===== config.mk =====
export PLATFORM = sky130hd
export DESIGN_NAME = traffic_sequencer
export DESIGN_NICKNAME = d
export VERILOG_FILES = /design/src/rtl/traffic_pkg.sv /design/src/rtl/dwell_timer.sv /design/src/rtl/traffic_sequencer.sv
export SDC_FILE = /design/constraint.sdc
export NUM_CORES = 1
export LEC_CHECK = 0
export ABC_AREA = 1
export CAP_MARGIN = 15
export CORE_MARGIN = 3
export CORE_UTILIZATION = 55
export CTS_BUF_LIST = sky130_fd_sc_hd__clkbuf_4
export CTS_CLUSTER_DIAMETER = 80
export DETAILED_ROUTE_END_ITERATION = 8
export PLACE_DENSITY = 0.82
export SETUP_SLACK_MARGIN = 0.5
export SLEW_MARGIN = 5
export SYNTH_ARGS = -nofsm -noshare
export SYNTH_HDL_FRONTEND = slang
export SYNTH_SLANG_ARGS = --single-unit

===== constraint.sdc =====
create_clock -name clk -period 1.8 [get_ports clk]
set_clock_uncertainty 0.15 [all_clocks]
set_input_delay 0.45 -clock clk [delete_from_list [all_inputs] [get_ports clk]]
set_output_delay 0.45 -clock clk [all_outputs]
set_load 0.05 [all_outputs]

===== src/rtl/traffic_pkg.sv =====
// Shared state encoding and lamp-decode table for the two-road intersection sequencer.
package traffic_pkg;

  typedef enum logic [2:0] {
    S_RR1 = 3'd0,
    S_G1  = 3'd1,
    S_Y1  = 3'd2,
    S_RR2 = 3'd3,
    S_G2  = 3'd4,
    S_Y2  = 3'd5
  } state_t;

  typedef struct packed {
    logic g1;
    logic y1;
    logic r1;
    logic g2;
    logic y2;
    logic r2;
    logic d;
  } lamps_t;

  // Lamp set and direction bit per state; unused encodings fall back to all-red.
  function automatic lamps_t lamp_decode(input state_t s);
    lamps_t l;
    case (s)
      S_RR1:   l = '{g1: 1'b0, y1: 1'b0, r1: 1'b1, g2: 1'b0, y2: 1'b0, r2: 1'b1, d: 1'b1};
      S_G1:    l = '{g1: 1'b1, y1: 1'b0, r1: 1'b0, g2: 1'b0, y2: 1'b0, r2: 1'b1, d: 1'b1};
      S_Y1:    l = '{g1: 1'b0, y1: 1'b1, r1: 1'b0, g2: 1'b0, y2: 1'b0, r2: 1'b1, d: 1'b0};
      S_RR2:   l = '{g1: 1'b0, y1: 1'b0, r1: 1'b1, g2: 1'b0, y2: 1'b0, r2: 1'b1, d: 1'b0};
      S_G2:    l = '{g1: 1'b0, y1: 1'b0, r1: 1'b1, g2: 1'b1, y2: 1'b0, r2: 1'b0, d: 1'b0};
      S_Y2:    l = '{g1: 1'b0, y1: 1'b0, r1: 1'b1, g2: 1'b0, y2: 1'b1, r2: 1'b0, d: 1'b1};
      default: l = '{g1: 1'b0, y1: 1'b0, r1: 1'b1, g2: 1'b0, y2: 1'b0, r2: 1'b1, d: 1'b1};
    endcase
    return l;
  endfunction

endpackage


===== src/rtl/dwell_timer.sv =====
// Phase dwell down-counter: loads on phase entry, counts en-ticks, floors at zero.
module dwell_timer #(
  parameter int unsigned        CNT_W   = 8,
  parameter logic [CNT_W-1:0]   RST_VAL = '0
) (
  input  logic             clk,
  input  logic             rst,
  input  logic             en,
  input  logic             load,
  input  logic [CNT_W-1:0] load_val,
  output logic             expired
);

  logic [CNT_W-1:0] cnt;

  always_ff @(posedge clk) begin
    if (rst) begin
      cnt <= RST_VAL;
    end else if (load) begin
      cnt <= load_val;
    end else if (en && (cnt != '0)) begin
      cnt <= cnt - CNT_W'(1);
    end
  end

  assign expired = en & (cnt == '0);

endmodule


===== src/rtl/traffic_sequencer.sv =====
// Registered phase sequencer for a two-road intersection with demand-based
// green extension and a force-red emergency override.
module traffic_sequencer
  import traffic_pkg::*;
#(
  parameter int unsigned GREEN_TICKS  = 8,
  parameter int unsigned YELLOW_TICKS = 3,
  parameter int unsigned ALLRED_TICKS = 2,
  parameter int unsigned CNT_W        = 8
) (
  input  logic       clk,
  input  logic       rst,
  input  logic       en,
  input  logic       car1,
  input  logic       car2,
  input  logic       force_red,
  output logic       g1,
  output logic       y1,
  output logic       r1,
  output logic       g2,
  output logic       y2,
  output logic       r2,
  output logic       d,
  output logic [2:0] phase,
  output logic       phase_end
);

  localparam logic [CNT_W-1:0] G_LD  = CNT_W'(GREEN_TICKS - 1);
  localparam logic [CNT_W-1:0] Y_LD  = CNT_W'(YELLOW_TICKS - 1);
  localparam logic [CNT_W-1:0] RR_LD = CNT_W'(ALLRED_TICKS - 1);

  state_t           state, state_nx;
  lamps_t           lamps_q;
  logic             load;
  logic [CNT_W-1:0] load_val;
  logic             expired;

  dwell_timer #(
    .CNT_W  (CNT_W),
    .RST_VAL(RR_LD)
  ) u_timer (
    .clk     (clk),
    .rst     (rst),
    .en      (en),
    .load    (load),
    .load_val(load_val),
    .expired (expired)
  );

  always_comb begin
    state_nx = state;
    load     = 1'b0;
    load_val = RR_LD;
    case (state)
      // force_red parks all-red states by continuously reloading the clearance dwell
      S_RR1: begin
        if (force_red) begin
          load = 1'b1;
        end else if (expired) begin
          state_nx = S_G1;
          load     = 1'b1;
          load_val = G_LD;
        end
      end
      S_G1: begin
        if (force_red) begin
          state_nx = S_Y1;
          load     = 1'b1;
          load_val = Y_LD;
        end else if (expired) begin
          load = 1'b1;
          if (car1 && !car2) begin
            load_val = G_LD;
          end else begin
            state_nx = S_Y1;
            load_val = Y_LD;
          end
        end
      end
      S_Y1: begin
        if (expired) begin
          state_nx = S_RR2;
          load     = 1'b1;
        end
      end
      S_RR2: begin
        if (force_red) begin
          load = 1'b1;
        end else if (expired) begin
          state_nx = S_G2;
          load     = 1'b1;
          load_val = G_LD;
        end
      end
      S_G2: begin
        if (force_red) begin
          state_nx = S_Y2;
          load     = 1'b1;
          load_val = Y_LD;
        end else if (expired) begin
          load = 1'b1;
          if (car2 && !car1) begin
            load_val = G_LD;
          end else begin
            state_nx = S_Y2;
            load_val = Y_LD;
          end
        end
      end
      S_Y2: begin
        if (expired) begin
          state_nx = S_RR1;
          load     = 1'b1;
        end
      end
      default: begin
        state_nx = S_RR1;
        load     = 1'b1;
      end
    endcase
  end

  // Lamps are registered from the next state so they line up with the state register.
  always_ff @(posedge clk) begin
    if (rst) begin
      state     <= S_RR1;
      lamps_q   <= lamp_decode(S_RR1);
      phase_end <= 1'b0;
    end else begin
      state     <= state_nx;
      lamps_q   <= lamp_decode(state_nx);
      phase_end <= (state_nx != state);
    end
  end

  assign g1    = lamps_q.g1;
  assign y1    = lamps_q.y1;
  assign r1    = lamps_q.r1;
  assign g2    = lamps_q.g2;
  assign y2    = lamps_q.y2;
  assign r2    = lamps_q.r2;
  assign d     = lamps_q.d;
  assign phase = state;

endmodule

==> metrics.md, run 1 <==
| Metric | Value |
|---|---|
| Stop err | `[ERROR DPL-0038] Utilization greater than 100%, impossible to legalize` |
| PortBufs | `16` |
| Worst endpoint type | `sequential cell input` |
| Asr flop ratio synth | `0%` |
| Yosys cell types | `24` |
| CTS Buffer Depth | `2` |
| Root Buffer | `clkbuf_4` |
| #FFs+latches synth | `19` |
| Synthesized area per cell | `6.91 sq um` |
| Post-synth EDFFs | `0` |
| Leading post-synthesis cells by cell area | `dfxtp_1 (35%), nand2_1 (11%), nor2_1 (6.5%), nand3_1 (6.4%), inv_1 (6.2%)` |
| Synthesis Warnings | `0` |
| Die Width | `50.6 microns` |
| Die Y | `50.6 microns` |
| Area leader, netlist | `dfxtp_1` |
| Initial core utilization | `60.6%` |
| GRT repair_timing worst endpoint | `d$_SDFF_PP1_/D` |
| Hold buffer count at cts | `0` |
| CTS Sinks | `19` |
| Mapped cell area | `1090 sq um` |
| Synth Net Count | `166` |
| CTS H-tree lvls | `1` |
| Row cnt | `15` |
| Largest net degree at the start of global routing | `11` |
| Status | `stopped before the end` |
| Post-Synthesis Cells | `158` |
| Sequential area share after synthesis | `34.8%` |
| Final RePlAce weighted congestion | `0.928` |
| Top_reg_cell synth | `dfxtp_1` |
| Synth top area share | `34.8%` |
| I/O pin total | `17` |
| Post-DP HPWL | `2.44 mm` |
| Most common cell in the netlist | `nand2_1` |
| Fail Step | `5_1_grt` |
| TritonCTS Buffers | `3` |
| Commonest cells in the netlist | `nand2_1 (31), dfxtp_1 (19), nor2_1 (19)` |
==> stage by stage <==
step	setup TNS [ns]	area, sq um	std cells	hold slack (ns)	setup slack, ns
3_5_place_dp	-3.35	1540	209	0.333	-0.325
3_3_place_gp	-2.63	1540	209	0.315	-0.268
2_1_floorplan	0	1170	158	0.296	0.238
4_1_cts	0	1720	225	0.351	0.135
==> repair_timing <==
item,in CTS
gates cloned,1
buffers inserted,11
pin swaps,10
gates resized for setup,22
endpoints found under the setup margin,30
==> cells by family after synthesis <==
kind of cell / share of synthesized area, %
AO/OA/AOI/OAI: 9.97
XOR/XNOR: 2.41
adder cells (fa/ha/maj): 2.29
buffers and inverters: 11.7
flip-flops: 34.8
AND/OR/NAND/NOR: 38.8
==> run 2, diff against run 1 <==
Settings changed: CORE_AREA from default to 3 3 64 66, CORE_MARGIN 3 to default, CORE_UTILIZATION 55 to default, CTS_BUF_LIST sky130_fd_sc_hd__clkbuf_4 to default, CTS_CLUSTER_DIAMETER 80 to default, DIE_AREA from default to 0 0 67 69, PLACE_DENSITY 0.82 to default, PLACE_DENSITY_LB_ADDON from default to 0.15, SETUP_SLACK_MARGIN 0.5 to default.
==> run 2 against run 1 <==
Compared with the run above: the flow now finishes without violations; synthesized cell count unchanged; synthesized area stayed put.
==> metrics.md, run 2 <==
| Metric | Value |
|---|---|
| Final RePlAce weighted congestion | `0.870 (was 0.928)` |
| Die area | `4620 sq um` |
| Vias in the first global route | `981` |
| Top reg by flops | `u_timer.cnt` |
| Synthesis Warnings | `0 (unchanged)` |
| Worst Setup Start Kind | `input pin` |
| Worst hold-check path type | `reg2reg` |
| Pre-CTS WS | `-0.348 ns (was -0.325 ns)` |
| Commonest cells in the netlist | `nand2_1 (31), dfxtp_1 (19), nor2_1 (19) (unchanged)` |
| Die Width | `67 microns (was 50.6 microns)` |
| I/O pin total | `17 (unchanged)` |
| Via count | `1072` |
| Routed vias/inst | `4.41` |
| Clk_lat worst skew | `0.26 ns` |
| Clock-pin slew on the worst setup and hold paths | `0.07 ns` |
| Total power | `1030 uW` |
| Post-Synthesis Cells | `158 (unchanged)` |
| CTS Sinks | `19 (unchanged)` |
| Tmin final | `1.73 ns` |
| Status | `finished clean (was stopped before the end)` |
| Asr flop ratio synth | `0% (unchanged)` |
| PortBufs | `16 (unchanged)` |
| Max reg flops | `8` |
| TritonCTS Buffers | `3 (unchanged)` |
| Final setup vio count | `0` |
| Congestion Overflow GR | `0` |
| Total GRT Usage | `11.7%` |
| Fin worst setup slack | `0.0665 ns` |
| RSZ-0062 raised after global routing | `true` |
| Top_reg_cell synth | `dfxtp_1 (unchanged)` |
| Most common cell in the netlist | `nand2_1 (unchanged)` |
| Maximum capacitance violations | `0` |
| Classification of the worst setup path | `in2reg` |
| Max Clock Freq | `577 MHz` |
| Largest net degree at the start of global routing | `12` |
| Die Y | `69 microns (was 50.6 microns)` |
| Final Cycle Share | `96.3%` |
| Hold Vio Cnt, Final | `0` |
| Area leader, netlist | `dfxtp_1 (unchanged)` |
| Most common library cell in the layout ignoring fill and taps | `nand2_1` |
| Global-route wire length before repair | `4.26 mm` |
| Layout cells sized above 1 | `39.0%` |
| Max-slew headroom | `76.5%` |
| # diodes | `0` |
| Sequential area share after synthesis | `34.8% (unchanged)` |
| Row cnt | `22 (was 15)` |
| Layout Cells excl Fill | `243` |
| Core Footprint | `3630 sq um` |
| CTS Buffer Depth | `2 (unchanged)` |
| Post-synth EDFFs | `0 (unchanged)` |
| Initial drt markers | `29` |
| Synthesized area per cell | `6.91 sq um (unchanged)` |
| CTS tree | `done` |
| # nets final | `204` |
| Yosys cell types | `24 (unchanged)` |
| Synth Net Count | `166 (unchanged)` |
| Hold buffer count at cts | `0 (unchanged)` |
| Placed cell count | `233 (was 209)` |
| Avg WL per Cell | `10.8 microns` |
| Synth top area share | `34.8% (unchanged)` |
| DRC | `0` |
| CP arrival | `1.73 ns` |
| Initial core utilization | `30.1% (was 60.6%)` |
| Fin. max-slew vios | `0` |
| Final ANT Viol Nets | `0` |
| Worst Path Max Fanout | `3` |
| Area Overhead vs Synth | `51.1%` |
| Post-DP HPWL | `1.99 mm (was 2.44 mm)` |
| Worst EP required | `1.80 ns` |
| #FFs+latches synth | `19 (unchanged)` |
| Max rail drop VDD | `0.348 mV` |
| Mapped cell area | `1090 sq um (unchanged)` |
| CTS H-tree lvls | `1 (unchanged)` |
| Antenna violations before repair | `0` |
| Static Leak | `0.000800 uW` |
| Worst-Margin Slew | `0.350 ns` |
| PwrDens | `625 nW/um^2` |
| Most frequent cells in the layout | `nand2_1 (28), nor2_1 (19), buf_4 (18)` |
| Drt first pass iters | `4` |
| Post-Route WL | `2.63 mm` |
| Leading post-synthesis cells by cell area | `dfxtp_1 (35%), nand2_1 (11%), nor2_1 (6.5%), nand3_1 (6.4%), inv_1 (6.2%) (unchanged)` |
| Root Buffer | `clkbuf_8 (was clkbuf_4)` |
| Critical Path Sink Type | `flip-flop` |
## run 2: path summary, 6_finish.rpt
path	start	to	slack, ns	depth (start not counted)
min	u_timer.cnt[6]$_SDFFE_PP0P_	u_timer.cnt[6]$_SDFFE_PP0P_	0.33	2
max	car2	r1$_SDFF_PP1_	0.07	10
max reg2reg	u_timer.cnt[1]$_SDFFE_PP0P_	r1$_SDFF_PP1_	0.08	13
min reg2reg	u_timer.cnt[6]$_SDFFE_PP0P_	u_timer.cnt[6]$_SDFFE_PP0P_	0.33	2
## run 2: metrics by stage
stage / cell area, sq um / utilization (%) / TNS (ns) / hold WS (ns)
after floorplan: 1090 / - / 0 / 0.296
after global placement: 1510 / 41.5 / -3.81 / 0.318
after detailed placement: 1510 / 41.5 / -4.19 / 0.322
after CTS: 1570 / 43.3 / 0 / 0.337
after global routing: 1650 / 45.4 / -0.0802 / 0.380
final: 1650 / 45.4 / 0 / 0.334
## run 2: cell families after synthesis
family	count (synthesis)	share of synthesized area [%]
AND/OR/NAND/NOR	82	38.8
buffers and inverters	33	11.7
AO/OA/AOI/OAI	19	9.97
flip-flops	19	34.8
XOR/XNOR	3	2.41
adder cells (fa/ha/maj)	2	2.29
## run 2: layout make-up
class                   instances  area (sq um)
flip-flops and latches         19           384
repair buffers                 34           404
clock buffers                   3          41.3
clock inverters                 1          5.00
multi-input cells             106           636
fillers                       379          1980
well taps                      48          60.1
inverters                      32           120
## run 2: per-layer routing
layer	routed length (microns)	global-route usage, %
met1	1150	15.0
met2	1300	18.6
met3	144	2.12
met4	33	5.41
met5	0	0
## run 2: what timing repair did
| action | CTS | global route |
|---|---|---|
| hold endpoints to repair | 0 | 0 |
| resized for setup | 3 | 14 |
| buffers inserted | 2 | 4 |
| cloned | 0 | 0 |
| setup endpoints to repair | 5 | 9 |
| pin swaps | 4 | 5 |
## run 2: worst max-delay path, stage by stage
cell,delay [ns]
clkdlybuf4s50_1,0.45
inv_1,0.05
nor2_1,0.12
nand2_1,0.10
nand3_2,0.10
nand2_1,0.08
nor2_2,0.14
inv_2,0.06
nor2_2,0.11
nor2_1,0.04
## run 2: report_power, final
part | internal (uW) | leakage [uW] | switching, uW | total, uW
sequential | 439 | 0.000155 | 16.3 | 455
combinational | 118 | 0.000620 | 153 | 271
clock | 154 | 0.0000255 | 152 | 306
Power figures use the tool's default switching activity.
